File: src/rtl/marquee_shifter.sv
// WIDTH-bit LED marquee pattern register with a built-in step prescaler.
// Modes: hold, shift left/right, rotate left/right, bounce; load has priority.
module marquee_shifter #(
  parameter int WIDTH = 8,
  parameter int CNT_W = 27
) (
  input  logic             clk,
  input  logic             rst_n,
  input  logic             en,
  input  logic [2:0]       mode,
  input  logic [CNT_W-1:0] period,
  input  logic             load,
  input  logic [WIDTH-1:0] p_in,
  input  logic             s_in,
  output logic [WIDTH-1:0] Q,
  output logic             tick,
  output logic             dir
);

  localparam logic [CNT_W-1:0] CNT_ONE = CNT_W'(1);

  localparam logic [2:0] MODE_SHL = 3'd1;
  localparam logic [2:0] MODE_SHR = 3'd2;
  localparam logic [2:0] MODE_ROL = 3'd3;
  localparam logic [2:0] MODE_ROR = 3'd4;
  localparam logic [2:0] MODE_BNC = 3'd5;

  logic [CNT_W-1:0] cnt;
  logic [WIDTH-1:0] q_rol;
  logic [WIDTH-1:0] q_ror;
  logic [WIDTH-1:0] q_next;
  logic             dir_next;

  assign q_rol = {Q[WIDTH-2:0], Q[WIDTH-1]};
  assign q_ror = {Q[0], Q[WIDTH-1:1]};

  // Pattern and direction that a step would produce; applied only on the step edge.
  always_comb begin
    q_next   = Q;
    dir_next = dir;
    case (mode)
      MODE_SHL: q_next = {Q[WIDTH-2:0], s_in};
      MODE_SHR: q_next = {s_in, Q[WIDTH-1:1]};
      MODE_ROL: q_next = q_rol;
      MODE_ROR: q_next = q_ror;
      MODE_BNC: begin
        if (!dir) begin
          if (Q[0]) begin
            dir_next = 1'b1;
            q_next   = q_rol;
          end else begin
            q_next   = q_ror;
          end
        end else begin
          if (Q[WIDTH-1]) begin
            dir_next = 1'b0;
            q_next   = q_ror;
          end else begin
            q_next   = q_rol;
          end
        end
      end
      default: ;
    endcase
  end

  // The >= compare lets a shortened period fire immediately instead of wrapping.
  always_ff @(posedge clk or negedge rst_n) begin
    if (!rst_n) begin
      Q    <= '0;
      cnt  <= '0;
      tick <= 1'b0;
      dir  <= 1'b0;
    end else if (load) begin
      Q    <= p_in;
      cnt  <= '0;
      tick <= 1'b0;
      dir  <= 1'b0;
    end else if (!en) begin
      cnt  <= '0;
      tick <= 1'b0;
    end else if (cnt >= period) begin
      Q    <= q_next;
      dir  <= dir_next;
      cnt  <= '0;
      tick <= 1'b1;
    end else begin
      cnt  <= cnt + CNT_ONE;
      tick <= 1'b0;
    end
  end

endmodule

File: config.mk
export PLATFORM = sky130hd
export DESIGN_NAME = marquee_shifter
export DESIGN_NICKNAME = d
export VERILOG_FILES = /design/src/rtl/marquee_shifter.sv
export SDC_FILE = /design/constraint.sdc
export NUM_CORES = 1
export LEC_CHECK = 0
export BUFFER_PORTS_ARGS = -buffer_cell sky130_fd_sc_hd__buf_2
export CORE_UTILIZATION = 56
export DETAILED_ROUTE_END_ITERATION = 12
export PLACE_DENSITY = 0.82
export SLEW_MARGIN = 15
export SYNTH_ARGS = -nofsm -noshare
export SYNTH_HDL_FRONTEND = slang
export SYNTH_SLANG_ARGS = --single-unit
File: constraint.sdc
create_clock -name clk -period 2.8 [get_ports clk]
set_input_delay 0 -clock clk [delete_from_list [all_inputs] [get_ports clk]]
set_output_delay 0 -clock clk [all_outputs]
set_load 0.01 [all_outputs]
Word level (Yosys, flattened, before mapping)
Cells that the tools add are included.

Add/sub/neg operators: 1. Reduce and logical (&&, ||, !) cells: 6. Multipliers: 0. Bitwise logic cells: 0. Multiplexer cells: 20. Shift-type cells: 0. Eq/ne operators: 5. $lt $le $gt $ge: 1. Divide/modulo/power cells: 0.

Operator list (count): $mux 27 (3); $mux 8 (6); $pmux 8 s5 (1); $add 27x1->27 const B (1); $ge 27x27->1 (1); $mux 1 (10); $eq 3x2->1 const B (2); $eq 3x3->1 const B (2); $reduce_and 3->1 (2); $reduce_bool 2->1 (3); $reduce_bool 6->1 (1); $eq 3x1->1 const B (1).

Memory bits (read-only): 0. Register bits after elaboration: 37. Output and inout bits: 10. Bits in writable memories: 0. Input bits: 43. Bits in latches: 0. Memories: 0.

Depth between registers and ports, before layout
Gate-level depths: netlist of the first run.

Depth after elaboration: 6. Depth in mapped cells: 9. Depth with buffers taken out: 8.

Least setup slack after synthesis of the first run
OpenSTA, ideal clock, no wires.

Path kind: flip-flop to flip-flop. From: register cnt[24]. To: register Q[0]. Arrival time: 2117 ps. Required time: 2675 ps. Slack: 558 ps. Stages on the path, launching flop included: 8. Cell sequence: dfrtp_1 -> ha_1 -> nand4_1 -> nor4_2 -> and2_1 -> a211oi_2 -> a21oi_4 -> mux2_2.

Word-level cells in the longest chain between the ends: 3.

Ends and longest elaborated chain: start: declaration (RTL line 28) `logic [CNT_W-1:0] cnt;`; start signal: assignment (RTL line 88) `cnt <= cnt + CNT_ONE;`; $ge 27x27->1 (RTL line 82) `end else if (cnt >= period) begin`; $reduce_bool 2->1 (no line); $reduce_and 3->1 (no line); end signal: assignment (RTL line 75) `Q <= p_in;`; end signal: assignment (RTL line 83) `Q <= q_next;`; end: declaration (RTL line 15) `output logic [WIDTH-1:0] Q,`.

Every way passes these cells. A chain may end at the register's enable or synchronous reset.

Worst setup path in the final report of the first run
Same ends and word-level chain as after synthesis.

==> results.ini, run 1 <==
[clock_network]
numCtsBuffers=5
post_cts_resized=0
cts.sinks=37
clockBufferDepth=2
cts_root_buf=clkbuf_8
cts.clk_slew.worst_paths_ns=0.07
tritoncts=built
post_cts_buffers=0
clock_latency_ns=0.30
htreeDepth=2

[finish]
antennaDiodeCount=0
drive_gt1_share_pct=20.3
nets=449
areaGrowthSynthToFinish_pct=16.2
final_area_um2=3210

[floorplan]
die_w_um=72.2
io_pins=53
start_util_pct=58.5
dieArea_um2=5220
die_h_um=72.2
core_area_um2=4720
rows=25

[synth]
synth_top_family_by_area=simple AND/OR/NAND/NOR gates
syn-instance-count=322
synth_cell_types=43
synth-xor-area-share_pct=7.61
yosys_warnings=0
synthAdderAreaFrac_pct=12.7
synth_seq_cells=37
synth_area_per_cell_um2=8.58
async_reset_ff_share_pct=100
ys.flop_type=dfrtp_1
synth-compound-area-share_pct=12.3
netlist_area_um2=2760
synth.mux.area_fraction_pct=6.20
synth-simple-area-share_pct=21.6
syn_nets=393
synth_edf_count=0
ys_seq_area_share_pct=33.5

[grt]
track_usage_pct=24.2
grt_pass1_vias=2261
grt_start_max_net_pins=38
antenna_found_initial=0
grt_pass1_wl_mm=9.69
overflow=0

[placement]
place_area_um2=3100
hpwl_mm=4.36
place.gp.congestion=0.897
port_buffers=52

[pwr]
switching_share_pct=29.0
internal_power_mw=0.913
p_per_area_nw_per_um2=401
ir_drop_uv=338
p_comb_share_pct=20.1
power_frac_clock_pct=32.8
seqPwrFrac_pct=47.1
leakagePower_nw=1.60
switching_power_mw=0.372

[sta]
period_share_pct=89.1
max-slew-margin-rel_pct=43.2
clock_skew_ns=0.00465
finalSetupViolations=0
max_freq_mhz=401
final_max_slew_viol_count=0
post-route-min-period_ns=2.50
tightest_slew_ns=0.852
rsz0062_at_grt=no
hold_viol=0
tns_ns=0

[setup_path]
cp.required_ns=2.98
end_kind=register
critPathLaunchType=register
arrival_ns=2.68
path_class=reg -> reg
crit_fanout=8

[routing]
vias=2397
via_per_inst=5.37
final_antenna_net_count=0
wirelength_mm=5.77
drt-pass1-iter-count=4
wl_per_cell_um=12.9
first_iter_violations=142
drcViolationCount=0

[status]
status=finished, final reports clean

[min_path]
hold_path_class=in -> reg

[flow_run]
drv_cap=0

-- power by group through the flow --
stage                     clock network, mW  logic [mW]  registers, mW
after floorplan                           0       0.146          0.620
after global placement                    0       0.250          0.615
after detailed placement                  0       0.257          0.616
after CTS                             0.430       0.259          0.605
after global routing                  0.454       0.289          0.612
final                                 0.421       0.258          0.606
-- routing by layer --
metal	part of all wire, %	vias to the layer above	track usage [%]
li1	-	1220	-
met1	47	1097	31.1
met2	46	68	39.4
met3	4.8	12	6.53
met4	2.2	0	8.93
met5	0	-	0
-- cell usage after synthesis, types with 2 or more instances --
| cell type | n | area [µm²] |
|---|---|---|
| nor2_1 | 40 | 150 |
| dfrtp_1 | 37 | 926 |
| inv_1 | 37 | 139 |
| ha_1 | 28 | 350 |
| nand2_1 | 28 | 105 |
| a21oi_1 | 17 | 85.1 |
| o21ai_0 | 17 | 85.1 |
| xnor2_1 | 16 | 140 |
| nand3_1 | 10 | 50.1 |
| mux2_2 | 9 | 101 |
| nand4_1 | 9 | 56.3 |
| xor2_1 | 8 | 70.1 |
| mux2i_1 | 7 | 70.1 |
| and2_1 | 6 | 37.5 |
| nand2b_1 | 6 | 37.5 |
| and3_1 | 5 | 31.3 |
| and4_1 | 4 | 35.0 |
| buf_2 | 4 | 20.0 |
| nor3_1 | 4 | 20.0 |
| clkbuf_1 | 3 | 11.3 |
| nor2b_1 | 3 | 18.8 |
| a211o_1 | 2 | 17.5 |
| o211ai_1 | 2 | 15.0 |
-- worst paths after layout --
kind	to	cells past startpoint	slack, ns	from
max reg2reg	Q[0]	7	0.30	cnt[24]
max in group asynchronous	cnt[2]	2	1.92	rst_n
min in group asynchronous	Q[1]	2	0.34	rst_n
min	tick	3	0.01	en
min reg2reg	cnt[0]	1	0.50	cnt[0]
max	Q[0]	7	0.30	cnt[24]
-- cell type report --
cell class	instances	area (µm²)
Clock buffer	7	96.3
Clock inverter	1	5.00
Fill cell	394	1510
Inverter	37	139
Multi-Input combinational cell	241	1670
Sequential cell	37	926
Timing Repair Buffer	56	293
Tap cell	67	83.8
-- cell usage in the layout (no fill, tap or decap), types with 10 or more instances in the layout --
| master | count |
|---|---|
| nor2_1 | 40 |
| ha_1 | 28 |
| nand2_1 | 28 |
| o21ai_0 | 17 |
| inv_1 | 37 |
| nand3_1 | 10 |
| xnor2_1 | 16 |
| dfrtp_1 | 37 |
| buf_2 | 52 |
| a21oi_1 | 17 |
-- kinds of logic (layout without fill, tap and decap cells) --
family,Yosys count,count (layout)
adders and majority gates,28,28
and+or+nand+nor,121,121
AOI/OAI and AO/OA,52,52
DFF,37,37
xor gates and xnor gates,24,24
buffers and inverters,44,101
muxes,16,16
-- registers in the layout, indices dropped and copies added (netlist names) --
signal and count:
cnt 27, Q 8, dir 1, tick 1
-- what timing repair did --
item                                    4_1_cts  5_1_grt
hold endpoints to repair                     37        0
hold buffers                                  1        0
endpoints found under the setup margin        0        0
-- stage by stage --
stage | utilization [%] | instances | power, mW | setup WS (ns) | hold slack (ns)
after floorplan | - | 322 | 0.766 | 0.558 | -0.296
after global placement | 65.6 | 437 | 0.865 | 0.410 | 0.140
after detailed placement | 65.6 | 437 | 0.873 | 0.321 | 0.154
after CTS | 67.9 | 446 | 1.29 | 0.296 | 0.000717
after global routing | 67.9 | 446 | 1.35 | 0.131 | 0.0164
final | 67.9 | 446 | 1.29 | 0.304 | 0.0115
-- worst max-delay path: stages, from the launching register on --
cell	delay (ns)
dfrtp_1	0.42
ha_1	0.32
nand4_1	0.19
nor4_2	0.43
and2_1	0.23
a211oi_2	0.10
a21oi_4	0.32
mux2_2	0.38
Power figures use the tool's default switching activity.
==> run 2: changes to the inputs <==
--- a/config.mk
+++ b/config.mk
@@ -8,7 +8,7 @@
 export BUFFER_PORTS_ARGS = -buffer_cell sky130_fd_sc_hd__buf_2
 export CORE_UTILIZATION = 56
 export DETAILED_ROUTE_END_ITERATION = 12
-export PLACE_DENSITY = 0.82
+export PLACE_DENSITY = 0.87
 export SLEW_MARGIN = 15
 export SYNTH_ARGS = -nofsm -noshare
 export SYNTH_HDL_FRONTEND = slang
==> run 2 against run 1 <==
  * Clock-buffer cell count unchanged
  * Non-clock buffer count stayed put
  * Clock power is essentially flat
  * Fmax fell by 3.3%
  * Final area stayed put
  * Critical path type unchanged
  * Largest cell class unchanged
==> results.ini, run 2 (synthesized netlist as in run 1, its figures left out) <==
[status]
status=finished, final reports clean

[sta]
hold_viol=0  ; unchanged
post-route-min-period_ns=2.58  ; +0.0848 ns
fin_hold_ws_ns=0.0115  ; -0.0000350 ns
max_freq_mhz=387  ; -3.3%
tns_ns=0  ; unchanged
clock_skew_ns=0.00844  ; +0.00378 ns
period_share_pct=92.2  ; +3.0 points
finalSetupViolations=0  ; unchanged
final_max_slew_viol_count=0  ; unchanged
rsz0062_at_grt=no
tightest_slew_ns=0.818  ; -0.0332 ns
max-slew-margin-rel_pct=45.4  ; +2.2 points

[pwr]
p_per_area_nw_per_um2=400  ; -0.12%
power_frac_clock_pct=32.6  ; -0.2 points
ir_drop_uv=240  ; -29%
seqPwrFrac_pct=47.3  ; +0.2 points
switching_power_mw=0.371  ; -0.45%
internal_power_mw=0.913  ; about the same
p_comb_share_pct=20.1  ; about the same
leakagePower_nw=1.60  ; unchanged
finalPower_mw=1.28  ; -0.12%
switching_share_pct=28.9  ; -0.095 points

[routing]
drcViolationCount=0  ; unchanged
drt-pass1-iter-count=4  ; unchanged
final_antenna_net_count=0  ; unchanged
wirelength_mm=6.08  ; +5.4%
via_per_inst=5.46  ; +1.5%
vias=2434  ; +1.5%
wl_per_cell_um=13.6  ; +5.4%
first_iter_violations=164  ; +15%

[finish]
antennaDiodeCount=0  ; unchanged
final_common_cell=buf_2
nets=449  ; unchanged
top_register=cnt
top_regs=cnt x27, Q x8
final_cell_mix=52 x buf_2, 40 x nor2_1, 37 x dfrtp_1, 37 x inv_1
areaGrowthSynthToFinish_pct=16.2  ; unchanged
drive_gt1_share_pct=20.3  ; unchanged
largest_reg_flops=27  ; unchanged

[setup_path]
arrival_ns=2.75  ; +0.07 ns
cp.required_ns=2.97  ; about the same
end_kind=register
crit_fanout=8  ; unchanged
critPathLaunchType=register
path_class=reg -> reg

[clock_network]
cts.clk_slew.worst_paths_ns=0.08  ; about the same
cts.sinks=37  ; unchanged
clockBufferDepth=2  ; unchanged
clock_latency_ns=0.29  ; about the same
tritoncts=built
numCtsBuffers=5  ; unchanged
htreeDepth=2  ; unchanged
cts_root_buf=clkbuf_8
post_cts_resized=0  ; unchanged

[grt]
overflow=0  ; unchanged
track_usage_pct=25.6  ; +1.4 points
antenna_found_initial=0  ; unchanged
grt_start_max_net_pins=38  ; unchanged
grt_pass1_wl_mm=10.3  ; +6.1%
grt_pass1_vias=2287  ; +1.1%

[floorplan]
die_w_um=72.2  ; unchanged
rows=25  ; unchanged
dieArea_um2=5220  ; unchanged
die_h_um=72.2  ; unchanged
core_area_um2=4720  ; unchanged
io_pins=53  ; unchanged
start_util_pct=58.5  ; unchanged

[placement]
port_buffers=52  ; unchanged
hpwl_mm=4.72  ; +8.2%
place.gp.congestion=0.905  ; +0.93%

[min_path]
hold_path_class=in -> reg

[flow_run]
drv_cap=0  ; unchanged

-- run 2: cell counts in the layout (fill, tap and decap cells not counted) --
No cell type changed its count.
-- run 2: area by class of cell --
class / instances / area [µm²]
clock buffer: 7 / 96.3
clock inverter: 1 / 5.00
fill: 388 / 1510
inverter: 37 / 139
multi-input combinational: 241 / 1670
sequential: 37 / 926
tap: 67 / 83.8
timing repair buffer: 56 / 293
-- run 2: power by group through the flow --
stage	Sequential (mW)	Combinational (mW)	Clock (mW)
6_report	0.607	0.258	0.419
3_5_place_dp	0.616	0.257	0
5_1_grt	0.612	0.291	0.445
4_1_cts	0.606	0.259	0.422
2_1_floorplan	0.620	0.146	0
3_3_place_gp	0.615	0.248	0
-- run 2: per-layer routing --
layer  wire [µm]  track usage [%]  vias up
li1            -                -     1221
met1        2730             33.8     1144
met2        3020             42.2       56
met3         197             4.72       13
met4         140             9.80        0
met5           0                0        -
-- run 2: path summary, 6_finish.rpt --
kind	from	end	slack (ns)	depth (start not counted)
setup / recovery	cnt[22]	Q[2]	0.22	7
hold / removal	en	tick	0.01	3
max in group asynchronous	rst_n	cnt[26]	1.94	2
setup reg to reg	cnt[22]	Q[2]	0.22	7
min in group asynchronous	rst_n	cnt[25]	0.34	2
hold reg to reg	cnt[0]	cnt[0]	0.49	1
-- run 2: metrics by stage --
stage,util [%],setup WS (ns),area (µm²),cells
6_report,67.9,0.219,3210,446
5_1_grt,67.9,0.0237,3210,446
4_1_cts,67.9,0.233,3210,446
3_5_place_dp,65.6,0.273,3100,437
2_1_floorplan,-,0.558,2760,322
3_3_place_gp,65.6,0.383,3100,437
-- run 2: critical path, stage by stage, from the launching register on --
cell and delay [ns]:
dfrtp_1 0.44, ha_1 0.34, nand4_1 0.23, nor4_2 0.42
and2_1 0.23, a211oi_2 0.09, a21oi_4 0.33, mux2_2 0.38
-- run 2: timing repair --
action | in CTS | in global routing
endpoints found under the setup margin | 0 | 0
hold endpoints to repair | 37 | 0
setup buffers | 0 | 0
hold buffers | 1 | 0
